$ cat config.mk
export PLATFORM = sky130hd
export DESIGN_NAME = mmio_uart_tx
export DESIGN_NICKNAME = d
export VERILOG_FILES = /design/src/rtl/mmio_uart_tx.sv
export SDC_FILE = /design/constraint.sdc
export NUM_CORES = 1
export LEC_CHECK = 0
export ABC_AREA = 1
export ABC_CLOCK_PERIOD_IN_PS = 4710
export CAP_MARGIN = 10
export CORE_MARGIN = 2
export CORE_UTILIZATION = 34
export CTS_BUF_LIST = sky130_fd_sc_hd__clkbuf_4 sky130_fd_sc_hd__clkbuf_8
export CTS_CLUSTER_DIAMETER = 80
export DETAILED_ROUTE_END_ITERATION = 6
export DONT_BUFFER_PORTS = 1
export SLEW_MARGIN = 0
export SYNTH_ARGS = -nofsm -noshare
export SYNTH_HDL_FRONTEND = slang
export SYNTH_SLANG_ARGS = --single-unit
$ cat constraint.sdc
create_clock -name clk -period 4.71 [get_ports clk]
set_input_delay 0 -clock clk [delete_from_list [all_inputs] [get_ports clk]]
set_output_delay 0 -clock clk [all_outputs]
set_load 0.02 [all_outputs]
$ cat src/rtl/mmio_uart_tx.sv
// Memory-mapped 8N1 UART transmitter: stores to DATA_ADDR enqueue bytes, loads from STATUS_ADDR return status.
// Latency: a push accepted while idle drives the start bit one clk later. Backpressure: pushes while full are dropped and set sticky overflow.
module mmio_uart_tx #(
  parameter int          CLKS_PER_BIT = 434,
  parameter logic [7:0]  DATA_ADDR    = 8'hFD,
  parameter logic [7:0]  STATUS_ADDR  = 8'hFC,
  parameter int          FIFO_DEPTH   = 4
) (
  input  logic       clk,
  input  logic       rst,
  input  logic       EN,
  input  logic [7:0] Address,
  input  logic [7:0] RegData,
  output logic [7:0] RdData,
  output logic       tx,
  output logic       busy
);

  localparam int CW   = $clog2(CLKS_PER_BIT);
  localparam int PW   = $clog2(FIFO_DEPTH);
  localparam int CNTW = PW + 1;
  localparam logic [CW-1:0]   BAUD_LAST = CW'(CLKS_PER_BIT - 1);
  localparam logic [CNTW-1:0] CNT_FULL  = CNTW'(FIFO_DEPTH);

  localparam logic [1:0] S_IDLE  = 2'd0;
  localparam logic [1:0] S_START = 2'd1;
  localparam logic [1:0] S_DATA  = 2'd2;
  localparam logic [1:0] S_STOP  = 2'd3;

  logic [7:0]      r_mem [FIFO_DEPTH];
  logic [PW-1:0]   r_head;
  logic [PW-1:0]   r_tail;
  logic [CNTW-1:0] r_count;
  logic            r_ovf;
  logic [1:0]      r_state;
  logic [CW-1:0]   r_baud;
  logic [2:0]      r_bitcnt;
  logic [7:0]      r_shift;
  logic            r_tx;

  logic       w_full;
  logic       w_empty;
  logic       w_baud_end;
  logic       w_push;
  logic       w_pop;
  logic [7:0] w_head_dat;
  logic [2:0] w_cnt3;
  logic [7:0] w_status;

  always_comb begin
    w_full     = (r_count == CNT_FULL);
    w_empty    = (r_count == '0);
    w_baud_end = (r_baud == BAUD_LAST);
    // Full is judged on the pre-pop count, so a push never rides on a same-cycle pop.
    w_push     = EN && (Address == DATA_ADDR) && !w_full;
    w_pop      = !w_empty && ((r_state == S_IDLE) || ((r_state == S_STOP) && w_baud_end));
    w_head_dat = r_mem[r_head];
    w_cnt3     = 3'(r_count);
    w_status   = {1'b0, w_cnt3, r_ovf, w_full, w_empty, (r_state != S_IDLE)};
    RdData     = (Address == STATUS_ADDR) ? w_status : 8'h00;
    busy       = (r_state != S_IDLE) || !w_empty;
    tx         = r_tx;
  end

  always_ff @(posedge clk) begin
    if (w_push) r_mem[r_tail] <= RegData;
  end

  always_ff @(posedge clk or negedge rst) begin
    if (!rst) begin
      r_head  <= '0;
      r_tail  <= '0;
      r_count <= '0;
      r_ovf   <= 1'b0;
    end else begin
      if (w_push) r_tail <= r_tail + 1'b1;
      if (w_pop)  r_head <= r_head + 1'b1;
      case ({w_push, w_pop})
        2'b10:   r_count <= r_count + 1'b1;
        2'b01:   r_count <= r_count - 1'b1;
        default: r_count <= r_count;
      endcase
      if (EN && (Address == DATA_ADDR) && w_full) r_ovf <= 1'b1;
      else if (EN && (Address == STATUS_ADDR))    r_ovf <= 1'b0;
    end
  end

  always_ff @(posedge clk or negedge rst) begin
    if (!rst) begin
      r_state  <= S_IDLE;
      r_tx     <= 1'b1;
      r_baud   <= '0;
      r_bitcnt <= '0;
      r_shift  <= '0;
    end else begin
      case (r_state)
        S_IDLE: begin
          r_tx   <= 1'b1;
          r_baud <= '0;
          if (w_pop) begin
            r_shift <= w_head_dat;
            r_tx    <= 1'b0;
            r_state <= S_START;
          end
        end
        S_START: begin
          if (w_baud_end) begin
            r_baud  <= '0;
            r_tx    <= r_shift[0];
            r_state <= S_DATA;
          end else begin
            r_baud <= r_baud + 1'b1;
          end
        end
        S_DATA: begin
          if (w_baud_end) begin
            r_baud   <= '0;
            r_shift  <= r_shift >> 1;
            r_bitcnt <= r_bitcnt + 1'b1;
            if (r_bitcnt == 3'd7) begin
              r_tx    <= 1'b1;
              r_state <= S_STOP;
            end else begin
              r_tx <= r_shift[1];
            end
          end else begin
            r_baud <= r_baud + 1'b1;
          end
        end
        default: begin
          // Stop bit: chain straight into the next start bit when more data is queued.
          if (w_baud_end) begin
            r_baud <= '0;
            if (w_pop) begin
              r_shift <= w_head_dat;
              r_tx    <= 1'b0;
              r_state <= S_START;
            end else begin
              r_tx    <= 1'b1;
              r_state <= S_IDLE;
            end
          end else begin
            r_baud <= r_baud + 1'b1;
          end
        end
      endcase
    end
  end

endmodule

* Yosys cells after proc, flatten, opt, wreduce, memory -nomap -nowiden
Memory sizes are Yosys's and may differ from the RTL's.
Cells that the tools add are included.
** Cells by class
- Add/sub/neg operators :: 6
- Equal/unequal tests :: 14
- Bitwise logic cells :: 1
- Reductions and logical operators :: 20
- Multiplexer cells :: 25
** Operators with widths (number)
- $mux 8 :: 3
- $pmux 8 s3 :: 1
- $mux 9 :: 2
- $eq 8x8->1 const B :: 2
- $mux 1 :: 10
- $mux 2 :: 5
- $add 9x1->9 const B :: 1
- $eq 9x9->1 const B :: 1
- $ne 2x2->1 const B :: 4
- $reduce_bool 2->1 :: 4
- $mux 7 :: 1
- $add 3x1->3 const B :: 2
- $eq 2x2->1 const B :: 3
- $eq 3x3->1 const B :: 2
- $logic_and 1x1->1 :: 6
- $pmux 2 s3 :: 1
- $pmux 3 s2 :: 1
- $reduce_and 3->1 :: 2
- $reduce_and 5->1 :: 1
- $add 2x1->2 const B :: 2
- $eq 2x1->1 const B :: 2
- $logic_not 3->1 :: 1
- $pmux 1 s3 :: 1
- $sub 3x1->3 const B :: 1
- 5 further kinds :: 7
** Word-level totals
- Output and inout port bits :: 10
- Flip-flop bits (word level) :: 31
- Memories kept :: 1
- RAM bits :: 32
- Logic and storage cells :: 76
** Memories
- r_mem :: depth 4, width 8, read ports 1, clocked after Yosys merged registers in 0, write ports 1, line 30 : logic [7:0] r_mem [FIFO_DEPTH];

* Longest topological paths before layout
- Depth after elaboration :: 7
- Depth in mapped cells :: 14

* Least setup slack after synthesis
OpenSTA, ideal clock, no wires.
- Path kind :: register -> register
- Start :: register r_state[0]
- End :: register r_count[2]
- Required time :: 4.579 ns
- Arrival :: 2.055 ns
- Setup time :: 0.131 ns
- Period minus slack after synthesis :: 2.186 ns
- Setup slack :: 2.524 ns
- Path buffers :: 1
- Stages on the path, launching flop included :: 14
- Cells stage by stage :: dfrtp_1 > inv_1 > ha_1 > buf_2 > nor2_1 > a21oi_2 > nand2_4 > inv_1 > ha_1 > inv_1 > fa_1 > a21oi_1 > o21ai_0 > xor2_1
** Between the ends
- Longest elaborated chain between the ends :: 6
** Ends and longest elaborated chain
- start: declaration :: line 35 : logic [1:0] r_state;
- start signal: assignment :: line 90 : r_state <= S_IDLE;
- start signal: assignment :: line 103 : r_state <= S_START;
- start signal: assignment :: line 110 : r_state <= S_DATA;
- $eq 2x2->1 :: line 56 : w_pop = !w_empty && ((r_state == S_IDLE) || ((r_state == S_STOP) && w_baud_end));
- $logic_and 1x1->1 :: line 56
- $logic_or 1x1->1 * :: line 56
- $logic_and 1x1->1 * :: line 56
- named net w_pop :: line 45 : logic w_pop;
- $eq 2x1->1 or $eq 2x2->1 (tied branches) :: line 78 : case ({w_push, w_pop})
- $pmux 3 s2 or $reduce_bool 2->1 (tied branches)
- end signal: assignment :: line 79 : 2'b10: r_count <= r_count + 1'b1;
- end signal: assignment :: line 80 : 2'b01: r_count <= r_count - 1'b1;
- end signal: assignment :: line 81 : default: r_count <= r_count;
- end: declaration :: line 33 : logic [CNTW-1:0] r_count;
The timed path passes the listed nets; every way through them passes the cells marked *.
A chain may end at the register's enable or synchronous reset.

* Worst setup path in the final report
Same ends and word-level chain as after synthesis.

==> metrics.md <==
| Metric | Value |
|---|---|
| Num rows | 34 |
| Critical path data required time | around 4900 ps |
| Antenna violations before repair | 0 |
| Synth warn | 0 |
| Area of the die | 9711 sq um |
| Dpl ws | around 2300 ps |
| Critical Path Fanout Max | 8 |
| GRT Total Usage | 0.1257 |
| Nets | ~360 |
| Antenna diode count | 0 |
| Routed WL | 5626 um |
| FFs w/ async S/R, synth | 0.4921 |
| Arrival time at the worst endpoint | roughly 2600 ps |
| Vias in the first global route | between 2000 and 2500 |
| Share of cells above drive strength 1 | 0.09366 |
| Setup Viol. Count Final | 0 |
| Setup CP Type | flip-flop to flip-flop |
| Port Buffers | 0 |
| Slew Limit Fails | 0 |
| FF+latch count, synth | 63 |
| Fill cells | 868 |
| Vias per Instance | ~4.6 |
| Initial DRC count | 53 |
| Slew @ Worst Pin | 973.1 ps |
| Via count of the routed design | about 2000 |
| Ranking of synthesized cells by area | edfxtp_1, dfrtp_1, nand2_1 |
| Grt ovf | 0 |
| Post-route ant nets | 0 |
| I/O pins | 29 |
| Fmax | around 410 MHz |
| Wire length per cell | between 10 and 15 um |
| Clk_lat worst skew | ~340 ps |
| Post-CTS Setup Inserts | 0 |
| Core area | just under 9000 sq um |
| Initial core utilization | 0.3502 |
| Critical path endpoint category | flip-flop |
| Max-slew headroom | 0.3489 |
| Router iterations before antenna repair | 4 |
| Fin Setup TNS | 0 ps |
| Highest ir drop seen on vdd | 0.1943 mV |
| Largest net degree at the start of global routing | 32 |
| Final min period | roughly 2400 ps |
| Inserted Clock Buffers | 9 |
| Bufs on Longest Clock Path | 2 |
| CTS H-tree depth | 3 |
| Crit start category | flip-flop |
| Syn Inst Count | just over 300 |
| Commonest register cell after synthesis | edfxtp_1 |
| Finished Layout Cells | 439 |
| CTS tree | yes |
| Die Y | about 100 um |
| Post-synthesis sequential area ratio | 0.5718 |
| Hold Path Class | input pin to flip-flop |
| Placed cells | just over 400 |
| Yosys cell types | 33 |
| Area Overhead vs Synth | 12.89% |
| Worst setup margin | approximately 2300 ps |
| Dpl hpwl | roughly 3700 um |
| Power per standard cell area | about 330 nW/um^2 |
| Status | complete, no violations |
| Clock sinks | 63 |
| Worst-path clk slew | 70 ps |
| Die width | just under 100 um |
| DR DRC count | 0 |
| Count leader, synth | nand2_1 |
| Period utilization | 0.5138 |
| CTS Root Buffer Type | clkbuf_8 |
| Max-Cap Viols | 0 |
| Final Hold Fails | 0 |
| Area leader, netlist | edfxtp_1 |
| Final Power | approximately 1100 uW |
| Gpl congestion | ~0.75 |
| Synth top area share | 0.3162 |
| First-pass GRT wire length | ~9600 um |
| Synth Cell Area | 3039 sq um |
| Syn Nets | about 340 |
| RSZ-0062 raised after global routing | false |
| Top cells by count, synth | nand2_1, nand3_1, edfxtp_1 |
| Mapped Avg Cell Area | around 9.8 sq um |
| Setup Skew | roughly 8.2 ps |
| Leak | approximately 0.0015 uW |
| Post-synth EDFFs | 32 |
-- path summary, 6_finish.rpt --
path                       slack [ps]  depth (start not counted)       start         end
min in group asynchronous         130                          2         rst   r_baud[2]
max in group asynchronous        4340                          2         rst          tx
hold / removal                     30                          3  Address[0]   r_tail[0]
setup reg to reg                 2290                         12  r_state[0]  r_count[2]
hold reg to reg                   480                          2  r_shift[2]  r_shift[2]
setup / recovery                 2290                         12  r_state[0]  r_count[2]
-- final cells by class --
cell class / instances / area (sq um) / area share
sequential: 63 / 1738 / 0.5066
clock buffer: 9 / 123.9 / 0.03611
clock inverter: 7 / 48.80 / 0.01422
inverter: 28 / 105.1 / 0.03063
tap: 108 / 135.1 / 0.03939
timing repair buffer: 12 / 130.1 / 0.03793
multi-input combinational: 212 / 1150 / 0.3352
-- flip-flops by register name, indices dropped and copies added (netlist names) --
signal and flops:
r_baud 9, r_tail 2, r_head 2, r_ovf 1
r_state 2, tx 1, r_shift 8, r_count 3
r_mem 32, r_bitcnt 3
-- cells in the final DEF, fill, tap and decap left out, drive strengths merged, types with 3 or more instances in the layout --
cell,n
xor2,5
nor3b,3
edfxtp,32
clkbuf,9
nor2,29
nand3,37
ha,13
o21ai,8
dfrtp,30
inv,29
dlygate4sd3,11
nor3,6
nand2,94
clkinvlp,3
clkinv,3
a21oi,7
-- cell families after synthesis --
family / after synthesis / share of synthesized area
and+or+nand+nor: 174 / 0.2647
DFF: 63 / 0.5718
buffers and inverters: 36 / 0.04981
AOI/OAI and AO/OA: 16 / 0.03211
adders and majority gates: 14 / 0.06011
xor gates and xnor gates: 7 / 0.02017
other: 1 / 0.001234
-- per-layer routing --
layer  track usage  wire, um
met5             0         0
met4       0.04110        58
met3       0.04965       321
met2        0.2004      2584
met1        0.1576      2660
-- critical path: stages (launching register included) --
cell     delay [ps]
dfrtp_1         410
inv_1           100
ha_1            360
inv_1           170
nand2_8         130
nand2_4          80
inv_1            80
ha_1            130
inv_1            70
fa_1            380
a21oi_1         140
o21ai_0         100
xor2_1          150
-- stage by stage --
| stage | utilization | instance area (sq um) | hold slack [ps] |
|---|---|---|---|
| floorplan | - | 3039 | -295.6 |
| global placement | 0.3604 | 3128 | -294.9 |
| detailed placement | 0.3604 | 3128 | -294.8 |
| CTS | 0.3953 | 3431 | 15.48 |
| global route | 0.3953 | 3431 | 85.56 |
| finish | 0.3953 | 3431 | 34.46 |
-- power by group --
group	leakage (uW)	switching, uW	internal, uW	total [uW]
clock network	0.0000793	217	190	407
registers	0.000659	26.7	611	638
logic	0.000786	55.9	39.4	95.3
-- what timing repair did --
item                       in CTS  in global routing
setup endpoints to repair       0                  0
hold endpoints to repair       64                  0
resized for setup               0                  0
hold buffers                   12                  0
No activity file was read; power rests on OpenSTA's default activity.
